## src/rtl/memory_arbiter.sv

```systemverilog
// Round-robin arbiter sharing one main-memory port between I$ and D$ miss traffic
// for every hardware thread, with per-source/per-thread request slots and a response watchdog.
module memory_arbiter #(
    parameter int THR_PER_CORE = 2,
    parameter int ADDR_WIDTH   = 26,
    parameter int LINE_WIDTH   = 128,
    parameter int TIMEOUT      = 64,
    parameter int THR_W        = (THR_PER_CORE > 1) ? $clog2(THR_PER_CORE) : 1
) (
    input  logic                  clock,
    input  logic                  reset,
    input  logic                  ic_req_valid,
    input  logic [ADDR_WIDTH-1:0] ic_req_addr,
    input  logic [THR_W-1:0]      ic_req_thread_id,
    output logic                  ic_rsp_valid,
    output logic [LINE_WIDTH-1:0] ic_rsp_data,
    output logic                  ic_rsp_bus_error,
    output logic [THR_W-1:0]      ic_rsp_thread_id,
    input  logic                  dc_req_valid,
    input  logic [ADDR_WIDTH-1:0] dc_req_addr,
    input  logic                  dc_req_is_store,
    input  logic [LINE_WIDTH-1:0] dc_req_data,
    input  logic [THR_W-1:0]      dc_req_thread_id,
    output logic                  dc_rsp_valid,
    output logic [LINE_WIDTH-1:0] dc_rsp_data,
    output logic                  dc_rsp_bus_error,
    output logic [THR_W-1:0]      dc_rsp_thread_id,
    output logic                  mem_req_valid,
    output logic [ADDR_WIDTH-1:0] mem_req_addr,
    output logic                  mem_req_is_store,
    output logic [LINE_WIDTH-1:0] mem_req_data,
    input  logic                  mem_req_ready,
    input  logic                  mem_rsp_valid,
    input  logic [LINE_WIDTH-1:0] mem_rsp_data,
    input  logic                  mem_rsp_bus_error,
    output logic                  proto_error
);

    localparam int unsigned THR_N  = THR_PER_CORE;
    localparam int unsigned NSLOT  = 2 * THR_PER_CORE;
    localparam int          SLOT_W = $clog2(NSLOT);
    localparam int          WDOG_W = $clog2(TIMEOUT) + 1;

    localparam logic [1:0] IDLE  = 2'd0;
    localparam logic [1:0] ISSUE = 2'd1;
    localparam logic [1:0] WAIT  = 2'd2;

    logic [1:0]                        state_q, state_d;
    logic [SLOT_W-1:0]                 cur_q, cur_d;
    logic [SLOT_W-1:0]                 rr_ptr_q, rr_ptr_d;
    logic [WDOG_W-1:0]                 wdog_q, wdog_d;
    logic [NSLOT-1:0]                  slot_valid_q, slot_valid_d;
    logic [NSLOT-1:0][ADDR_WIDTH-1:0]  slot_addr_q, slot_addr_d;
    logic [NSLOT-1:0]                  slot_store_q, slot_store_d;
    logic [NSLOT-1:0][LINE_WIDTH-1:0]  slot_data_q, slot_data_d;
    logic                              proto_error_q, proto_error_d;
    logic                              ic_rsp_valid_q, ic_rsp_valid_d;
    logic [LINE_WIDTH-1:0]             ic_rsp_data_q, ic_rsp_data_d;
    logic                              ic_rsp_bus_error_q, ic_rsp_bus_error_d;
    logic [THR_W-1:0]                  ic_rsp_thread_id_q, ic_rsp_thread_id_d;
    logic                              dc_rsp_valid_q, dc_rsp_valid_d;
    logic [LINE_WIDTH-1:0]             dc_rsp_data_q, dc_rsp_data_d;
    logic                              dc_rsp_bus_error_q, dc_rsp_bus_error_d;
    logic [THR_W-1:0]                  dc_rsp_thread_id_q, dc_rsp_thread_id_d;

    logic                  pick_found;
    logic [SLOT_W-1:0]     pick_idx;
    int unsigned           cand;
    logic                  finish, fin_err, cur_is_ic;
    logic [THR_W-1:0]      rsp_thr;
    logic [LINE_WIDTH-1:0] rsp_data;
    logic                  rsp_err;
    logic [SLOT_W-1:0]     ic_slot, dc_slot;

    // First valid slot at or after rr_ptr, wrapping.
    always_comb begin
        pick_found = 1'b0;
        pick_idx   = '0;
        cand       = 0;
        for (int unsigned i = 0; i < NSLOT; i++) begin
            cand = (32'(rr_ptr_q) + i) % NSLOT;
            if (!pick_found && slot_valid_q[cand[SLOT_W-1:0]]) begin
                pick_found = 1'b1;
                pick_idx   = cand[SLOT_W-1:0];
            end
        end
    end

    assign cur_is_ic = 32'(cur_q) < THR_N;
    assign rsp_thr   = THR_W'(32'(cur_q) % THR_N);
    assign ic_slot   = SLOT_W'(ic_req_thread_id);
    assign dc_slot   = SLOT_W'(THR_N + 32'(dc_req_thread_id));

    always_comb begin
        state_d            = state_q;
        cur_d              = cur_q;
        rr_ptr_d           = rr_ptr_q;
        wdog_d             = wdog_q;
        slot_valid_d       = slot_valid_q;
        slot_addr_d        = slot_addr_q;
        slot_store_d       = slot_store_q;
        slot_data_d        = slot_data_q;
        proto_error_d      = proto_error_q;
        ic_rsp_valid_d     = 1'b0;
        ic_rsp_data_d      = '0;
        ic_rsp_bus_error_d = 1'b0;
        ic_rsp_thread_id_d = '0;
        dc_rsp_valid_d     = 1'b0;
        dc_rsp_data_d      = '0;
        dc_rsp_bus_error_d = 1'b0;
        dc_rsp_thread_id_d = '0;
        finish             = 1'b0;
        fin_err            = 1'b0;

        case (state_q)
            IDLE: begin
                if (pick_found) begin
                    cur_d   = pick_idx;
                    state_d = ISSUE;
                end
            end
            ISSUE: begin
                if (mem_req_ready) begin
                    wdog_d  = '0;
                    state_d = WAIT;
                end
            end
            WAIT: begin
                wdog_d = wdog_q + 1'b1;
                if (mem_rsp_valid) begin
                    finish = 1'b1;
                end else if (wdog_q == WDOG_W'(TIMEOUT - 1)) begin
                    finish  = 1'b1;
                    fin_err = 1'b1;
                end
            end
            default: state_d = IDLE;
        endcase

        rsp_data = fin_err ? '0 : mem_rsp_data;
        rsp_err  = fin_err | mem_rsp_bus_error;
        if (finish) begin
            slot_valid_d[cur_q] = 1'b0;
            rr_ptr_d = (32'(cur_q) == NSLOT - 1) ? '0 : cur_q + 1'b1;
            wdog_d   = '0;
            state_d  = IDLE;
            if (cur_is_ic) begin
                ic_rsp_valid_d     = 1'b1;
                ic_rsp_data_d      = rsp_data;
                ic_rsp_bus_error_d = rsp_err;
                ic_rsp_thread_id_d = rsp_thr;
            end else begin
                dc_rsp_valid_d     = 1'b1;
                dc_rsp_data_d      = rsp_data;
                dc_rsp_bus_error_d = rsp_err;
                dc_rsp_thread_id_d = rsp_thr;
            end
        end

        // Occupancy is judged after the response clear, so a same-cycle capture wins.
        if (ic_req_valid) begin
            if (slot_valid_d[ic_slot]) begin
                proto_error_d = 1'b1;
            end else begin
                slot_valid_d[ic_slot] = 1'b1;
                slot_addr_d[ic_slot]  = ic_req_addr;
                slot_store_d[ic_slot] = 1'b0;
                slot_data_d[ic_slot]  = '0;
            end
        end
        if (dc_req_valid) begin
            if (slot_valid_d[dc_slot]) begin
                proto_error_d = 1'b1;
            end else begin
                slot_valid_d[dc_slot] = 1'b1;
                slot_addr_d[dc_slot]  = dc_req_addr;
                slot_store_d[dc_slot] = dc_req_is_store;
                slot_data_d[dc_slot]  = dc_req_data;
            end
        end
    end

    always_ff @(posedge clock or posedge reset) begin
        if (reset) begin
            state_q            <= IDLE;
            cur_q              <= '0;
            rr_ptr_q           <= '0;
            wdog_q             <= '0;
            slot_valid_q       <= '0;
            slot_addr_q        <= '0;
            slot_store_q       <= '0;
            slot_data_q        <= '0;
            proto_error_q      <= 1'b0;
            ic_rsp_valid_q     <= 1'b0;
            ic_rsp_data_q      <= '0;
            ic_rsp_bus_error_q <= 1'b0;
            ic_rsp_thread_id_q <= '0;
            dc_rsp_valid_q     <= 1'b0;
            dc_rsp_data_q      <= '0;
            dc_rsp_bus_error_q <= 1'b0;
            dc_rsp_thread_id_q <= '0;
        end else begin
            state_q            <= state_d;
            cur_q              <= cur_d;
            rr_ptr_q           <= rr_ptr_d;
            wdog_q             <= wdog_d;
            slot_valid_q       <= slot_valid_d;
            slot_addr_q        <= slot_addr_d;
            slot_store_q       <= slot_store_d;
            slot_data_q        <= slot_data_d;
            proto_error_q      <= proto_error_d;
            ic_rsp_valid_q     <= ic_rsp_valid_d;
            ic_rsp_data_q      <= ic_rsp_data_d;
            ic_rsp_bus_error_q <= ic_rsp_bus_error_d;
            ic_rsp_thread_id_q <= ic_rsp_thread_id_d;
            dc_rsp_valid_q     <= dc_rsp_valid_d;
            dc_rsp_data_q      <= dc_rsp_data_d;
            dc_rsp_bus_error_q <= dc_rsp_bus_error_d;
            dc_rsp_thread_id_q <= dc_rsp_thread_id_d;
        end
    end

    assign mem_req_valid    = (state_q == ISSUE);
    assign mem_req_addr     = mem_req_valid ? slot_addr_q[cur_q] : '0;
    assign mem_req_is_store = mem_req_valid & slot_store_q[cur_q];
    assign mem_req_data     = mem_req_valid ? slot_data_q[cur_q] : '0;

    assign ic_rsp_valid     = ic_rsp_valid_q;
    assign ic_rsp_data      = ic_rsp_data_q;
    assign ic_rsp_bus_error = ic_rsp_bus_error_q;
    assign ic_rsp_thread_id = ic_rsp_thread_id_q;
    assign dc_rsp_valid     = dc_rsp_valid_q;
    assign dc_rsp_data      = dc_rsp_data_q;
    assign dc_rsp_bus_error = dc_rsp_bus_error_q;
    assign dc_rsp_thread_id = dc_rsp_thread_id_q;
    assign proto_error      = proto_error_q;

endmodule

```

## config.mk

```make
export PLATFORM = sky130hd
export DESIGN_NAME = memory_arbiter
export DESIGN_NICKNAME = d
export VERILOG_FILES = /design/src/rtl/memory_arbiter.sv
export SDC_FILE = /design/constraint.sdc
export NUM_CORES = 2
export LEC_CHECK = 0
export CAP_MARGIN = 15
export CORE_MARGIN = 10
export CORE_UTILIZATION = 35
export CTS_CLUSTER_SIZE = 30
export DETAILED_ROUTE_END_ITERATION = 8
export SYNTH_ARGS = -nofsm -noshare
export SYNTH_HDL_FRONTEND = slang
export SYNTH_SLANG_ARGS = --single-unit
```

## constraint.sdc

```tcl
create_clock -name clock -period 56.8 [get_ports clock]
set_clock_uncertainty 0.1 [all_clocks]
set_input_delay 11.36 -clock clock [delete_from_list [all_inputs] [get_ports clock]]
set_output_delay 11.36 -clock clock [all_outputs]
set_load 0.02 [all_outputs]
```

Yosys cells after proc, flatten, opt, wreduce, memory -nomap -nowiden
Cells that the tools add are included.
{ "totals": {"output_inout_bits": 419, "word_cells": 168, "in_bits": 318, "ff_bits": 900} }
{ "op_classes": {"add_sub_neg": 6, "eq_ne": 7, "n_mux": 97, "n_reduce_logical": 14, "bitwise": 10, "magnitude_cmp": 11} }
{ "op_table": {"columns": ["operator", "count"], "rows": [
  ["$mux W512", 4],
  ["$mux W128", 9],
  ["$and A512 B512 Y512", 1],
  ["$bwmux W512", 1],
  ["$not A256 Y512", 1],
  ["$mux W104", 4],
  ["$bmux W128 S2", 1],
  ["$demux W128 S2", 1],
  ["$bwmux W104", 2],
  ["$demux W128 S1", 1],
  ["$mux W26", 4],
  ["$bmux W26 S2", 1],
  ["$demux W26 S2", 1],
  ["$mux W1", 36],
  ["$mux W4", 9],
  ["$demux W26 S1", 1],
  ["$lt A2 B3 Y1 const B", 6],
  ["$mux W2", 8],
  ["$mux W7", 2],
  ["$pmux W7 S2", 1],
  ["$bmux W1 S2", 6],
  ["$and A4 B4 Y4", 2],
  ["$add A7 B1 Y7 const B", 1],
  ["$eq A7 B6 Y1 const B", 1],
  ["other kinds (28)", 41]
]} }

Depth between registers and ports, before layout
{ "logic_depth": {"ltp_word": 15, "mapped_depth": 12, "mapped_depth_nobuf": 7} }

Least setup slack after synthesis
Ideal clock, no wire load.
{ "synth_path": {"kind": "register to output", "start": "register cur_q[0]", "end": "output mem_req_addr[17]", "t_arrival_ns": 1.826, "path_buffers": 2, "slack_ns": 43.514, "required_ns": 45.340, "stages_incl_launch_ff": 5, "cell_sequence": "dfrtp_1 -> clkbuf_1 -> clkbuf_1 -> mux4_2 -> and2_1"} }
{ "synth_between": {"elab_chain_cells": 3} }
{ "synth_lines": {"columns": ["element", "line_no", "source"], "rows": [
  ["from (decl)", "49", "logic [SLOT_W-1:0] cur_q, cur_d;"],
  ["from (signal assigned)", "204", "cur_q <= cur_d;"],
  ["$bmux W26 S2", "224", "assign mem_req_addr = mem_req_valid ? slot_addr_q[cur_q] : '0;"],
  ["$mux W26 (implied by the code)", "224", null],
  ["$mux W26", "224", null],
  ["to (decl)", "29", "output logic [ADDR_WIDTH-1:0] mem_req_addr,"]
]} }
No other way between the ends. The select of a mux whose other input is x is not followed.

Worst setup path after layout
{ "layout_path": {"start": "register cur_q[1]", "end": "output mem_req_data[6]"} }
{ "layout_between": {"elab_chain_cells": 3} }
{ "layout_lines": {"columns": ["element", "line_no", "source"], "rows": [
  ["$bmux W128 S2", "226", "assign mem_req_data = mem_req_valid ? slot_data_q[cur_q] : '0;"],
  ["$mux W128 (implied by the code)", "226", null],
  ["$mux W128", "226", null],
  ["to (decl)", "31", "output logic [LINE_WIDTH-1:0] mem_req_data,"]
]} }
No other way between the ends. The select of a mux whose other input is x is not followed.

==> results.md <==
* Drt first-iter violations at 1268
* Core footprint at a little over 100000 um2
* Vias in the first global route at 24558
* Buffer cell driving the clock tree root: clkbuf_16
* Worst-case clock buffer depth at 3
* Worst R2R Setup Slack at 51.73 ns
* Clock latency on the worst-skew pair at 0.66 ns
* Maxcap violations at 0
* Cts hold-fix bufs at 0
* Achievable Freq at 64.7 MHz
* Type of the most critical hold path: reg2reg
* DRT Pass-1 Iters at 5
* Total congestion overflow after global routing at 0
* Crit end category: output port
* Sequential element share of the synthesized area at 0.618
* Nets@finish at about 3400
* Worst Setup Path Type: reg2out
* Netlist area before placement at 36400 um2
* Largest net degree at the start of global routing at between 100 and 150
* Worst-case hold slack at 0.377 ns
* Final-report setup violation count at 0
* Post-synthesis cell count at between 2000 and 2500
* EDFF count, synth at 0
* Resized Gates After CTS at 0
* Warnings, synthesis at 0
* Overall routed net length at between 100 and 150 mm
* Max-slew headroom at the worst pin at 0.222
* Routed WL per cell at 24.7 um
* Transition time of the tightest slew-check pin at 1.17 ns
* Setup WS post-layout at 41.35 ns
* Slowest cell delay on critical path at 0.94 ns
* Most common cell after layout, fill and taps aside: dfrtp_1
* First-pass GRT wire length at between 150 and 200 mm
* Clock tree from TritonCTS: done
* Area growth from synthesis to final layout at 32.8%
* Initial core utilization at 0.352
* Core Rows at roughly 120
* Count of vias placed by the detailed router at 22236
* Die extent in y at 343 um
* Worst IR Drop VDD at between 0.03 and 0.04 mV
* Cell area power density at 42.7 nW/um2
* Fraction of synthesis flops using an asynchronous set or reset pin at 1.00
* Required time at the endpoint of the critical path at between 40 and 50 ns
* Antenna-violating nets left at 0
* Clock-pin slew of the registers on the worst-case setup and hold paths at 0.06 ns
* Number of H-tree levels at 3
* Share of the clock period used by the worst path after layout at 0.272
* Slew Viols, Final at 0
* Synthesized flop and latch total at 900
* Slowest cell on crit path: buf_4
* Setup TNS at 0 ns
* Post-detailed-route via-to-cell ratio at around 4.9
* Minimum clock period at 15.45 ns
* Area of the die at 117000 um2
* Unique cell type count in the Yosys netlist at 49
* Routability-driven placement congestion ratio at between 0.8 and 0.9
* Most frequent cells in the layout: dfrtp_1 (898), clkdlybuf4s50_1 (736), and2_1 (415)
* Leakage power figure at 23.1 nW
* Horiz. Die Dim at 343 um
* Synth top area cells: dfrtp_1 (62%), mux4_2 (9.6%), and2_1 (7.1%)
* Post-place setup slack at 41.36 ns
* Avg Cell Area, Syn at roughly 15 um2
* Cells traversed along the worst timing path: buf_4 > mux4_2 > and2_1 > clkdlybuf4s50_1
* Quantity of I/O buffers inserted on ports at 736
* Remaining routing DRC violations at 0
* Setup repair after global routing missed its margin: false
* GRT Overall Usage at 0.187
* CP arrival at 3.99 ns
* Endpoints failing hold at 0
* Cts bufs inserted at 99
* Nets in the synthesized netlist at 2707
* Detail Placement HPWL at 75.9 mm
* Post-CTS setup-driven buffer insertion count at 0
* Yosys top cell area share at 0.618
* Fraction of final layout cells with drive strength greater than 1 at 0.221
* Element type at the critical path start: register
* Initial antenna violation count at 17
* Outcome: completed
* Largest area contributor in the synthesized netlist: dfrtp_1
* Top FF cell, synth: dfrtp_1
* CTS sink cnt at 900
* Largest driver fanout on the critical path at 64
* Num ports at roughly 740
[final timing paths]
| kind | to | start | depth (start not counted) |
|---|---|---|---|
| max | mem_req_data[6] | cur_q[1]$_DFFE_PP0P_ | 4 |
| min | slot_data_q[150]$_DFFE_PP0P_ | slot_data_q[150]$_DFFE_PP0P_ | 1 |
| max reg2reg | slot_addr_q[14]$_DFFE_PP0P_ | cur_q[0]$_DFFE_PP0P_ | 9 |
| min reg2reg | slot_data_q[150]$_DFFE_PP0P_ | slot_data_q[150]$_DFFE_PP0P_ | 1 |
| max in group asynchronous | slot_data_q[501]$_DFFE_PP0P_ | reset | 5 |
| min in group asynchronous | dc_rsp_data[70]$_DFF_PP0_ | reset | 2 |
[flip-flops by register name, indices dropped and copies added (netlist names), 2 cells and up]
register / count
rr_ptr_q: 2
state_q: 2
dc_rsp_data: 128
slot_store_q: 4
cur_q: 2
slot_addr_q: 104
slot_valid_q: 4
slot_data_q: 512
ic_rsp_data: 128
wdog_q: 7
[synth_stat cells, types with 2 or more instances]
cell type  count
inv_1         11
and2_1       415
nor2_1        11
and3_1       258
mux2_1        29
ha_1           8
buf_4          5
buf_2         39
clkbuf_1     111
a21oi_1        8
dfrtp_1      900
a31oi_1        4
nand3b_1       2
nor3_1         4
mux2_2       185
buf_6         19
o31ai_1        2
nand3_1        2
o21ai_0        7
buf_1          5
mux4_2       155
and4_1         3
mux2_4       150
nand2b_1       4
nand2_1       20
[per-layer routing]
metal | vias up | GRT usage | share of wire
met5 | - | 0 | 0.00090
met4 | 18 | 0.0494 | 0.024
met3 | 154 | 0.0436 | 0.053
met2 | 527 | 0.315 | 0.50
met1 | 11858 | 0.239 | 0.42
li1 | 9679 | - | -
[metrics by stage]
stage | instances | util | area, um2 | total power [mW]
6_report | 4538 | 0.467 | 48400 | 2.07
5_1_grt | 4534 | 0.467 | 48400 | 2.17
4_1_cts | 4528 | 0.467 | 48400 | 2.10
3_5_place_dp | 4347 | 0.434 | 45000 | 1.42
3_3_place_gp | 4347 | 0.434 | 45000 | 1.40
2_1_floorplan | 2381 | - | 36400 | 1.22
[layout make-up]
| class | count | area, um2 |
|---|---|---|
| Tap cell | 1380 | 1730 |
| Timing Repair Buffer | 765 | 7600 |
| Multi-Input combinational cell | 1291 | 13100 |
| Inverter | 11 | 48.8 |
| Antenna cell | 10 | 25.0 |
| Fill cell | 8993 | 55100 |
| Clock buffer | 147 | 2970 |
| Clock inverter | 34 | 424 |
| Sequential cell | 900 | 22500 |
[power by group]
part | switching (mW) | internal [mW] | total, mW
registers | 0.0808 | 0.778 | 0.858
logic | 0.240 | 0.306 | 0.546
clock network | 0.264 | 0.398 | 0.662
[cells by family after synthesis]
family | Yosys count | synth area share
DFF | 900 | 0.618
buffers and inverters | 190 | 0.0253
AOI/OAI and AO/OA | 36 | 0.00670
adders and majority gates | 8 | 0.00275
and+or+nand+nor | 727 | 0.123
muxes | 520 | 0.224
[critical path: cells and delay by family (launching register included)]
family | cells | cell delay (ns)
AND/OR/NAND/NOR | 1 | 0.17
buffers and inverters | 2 | 1.56
flip-flops | 1 | 0.86
multiplexers | 1 | 0.60
Power figures use the tool's default switching activity.
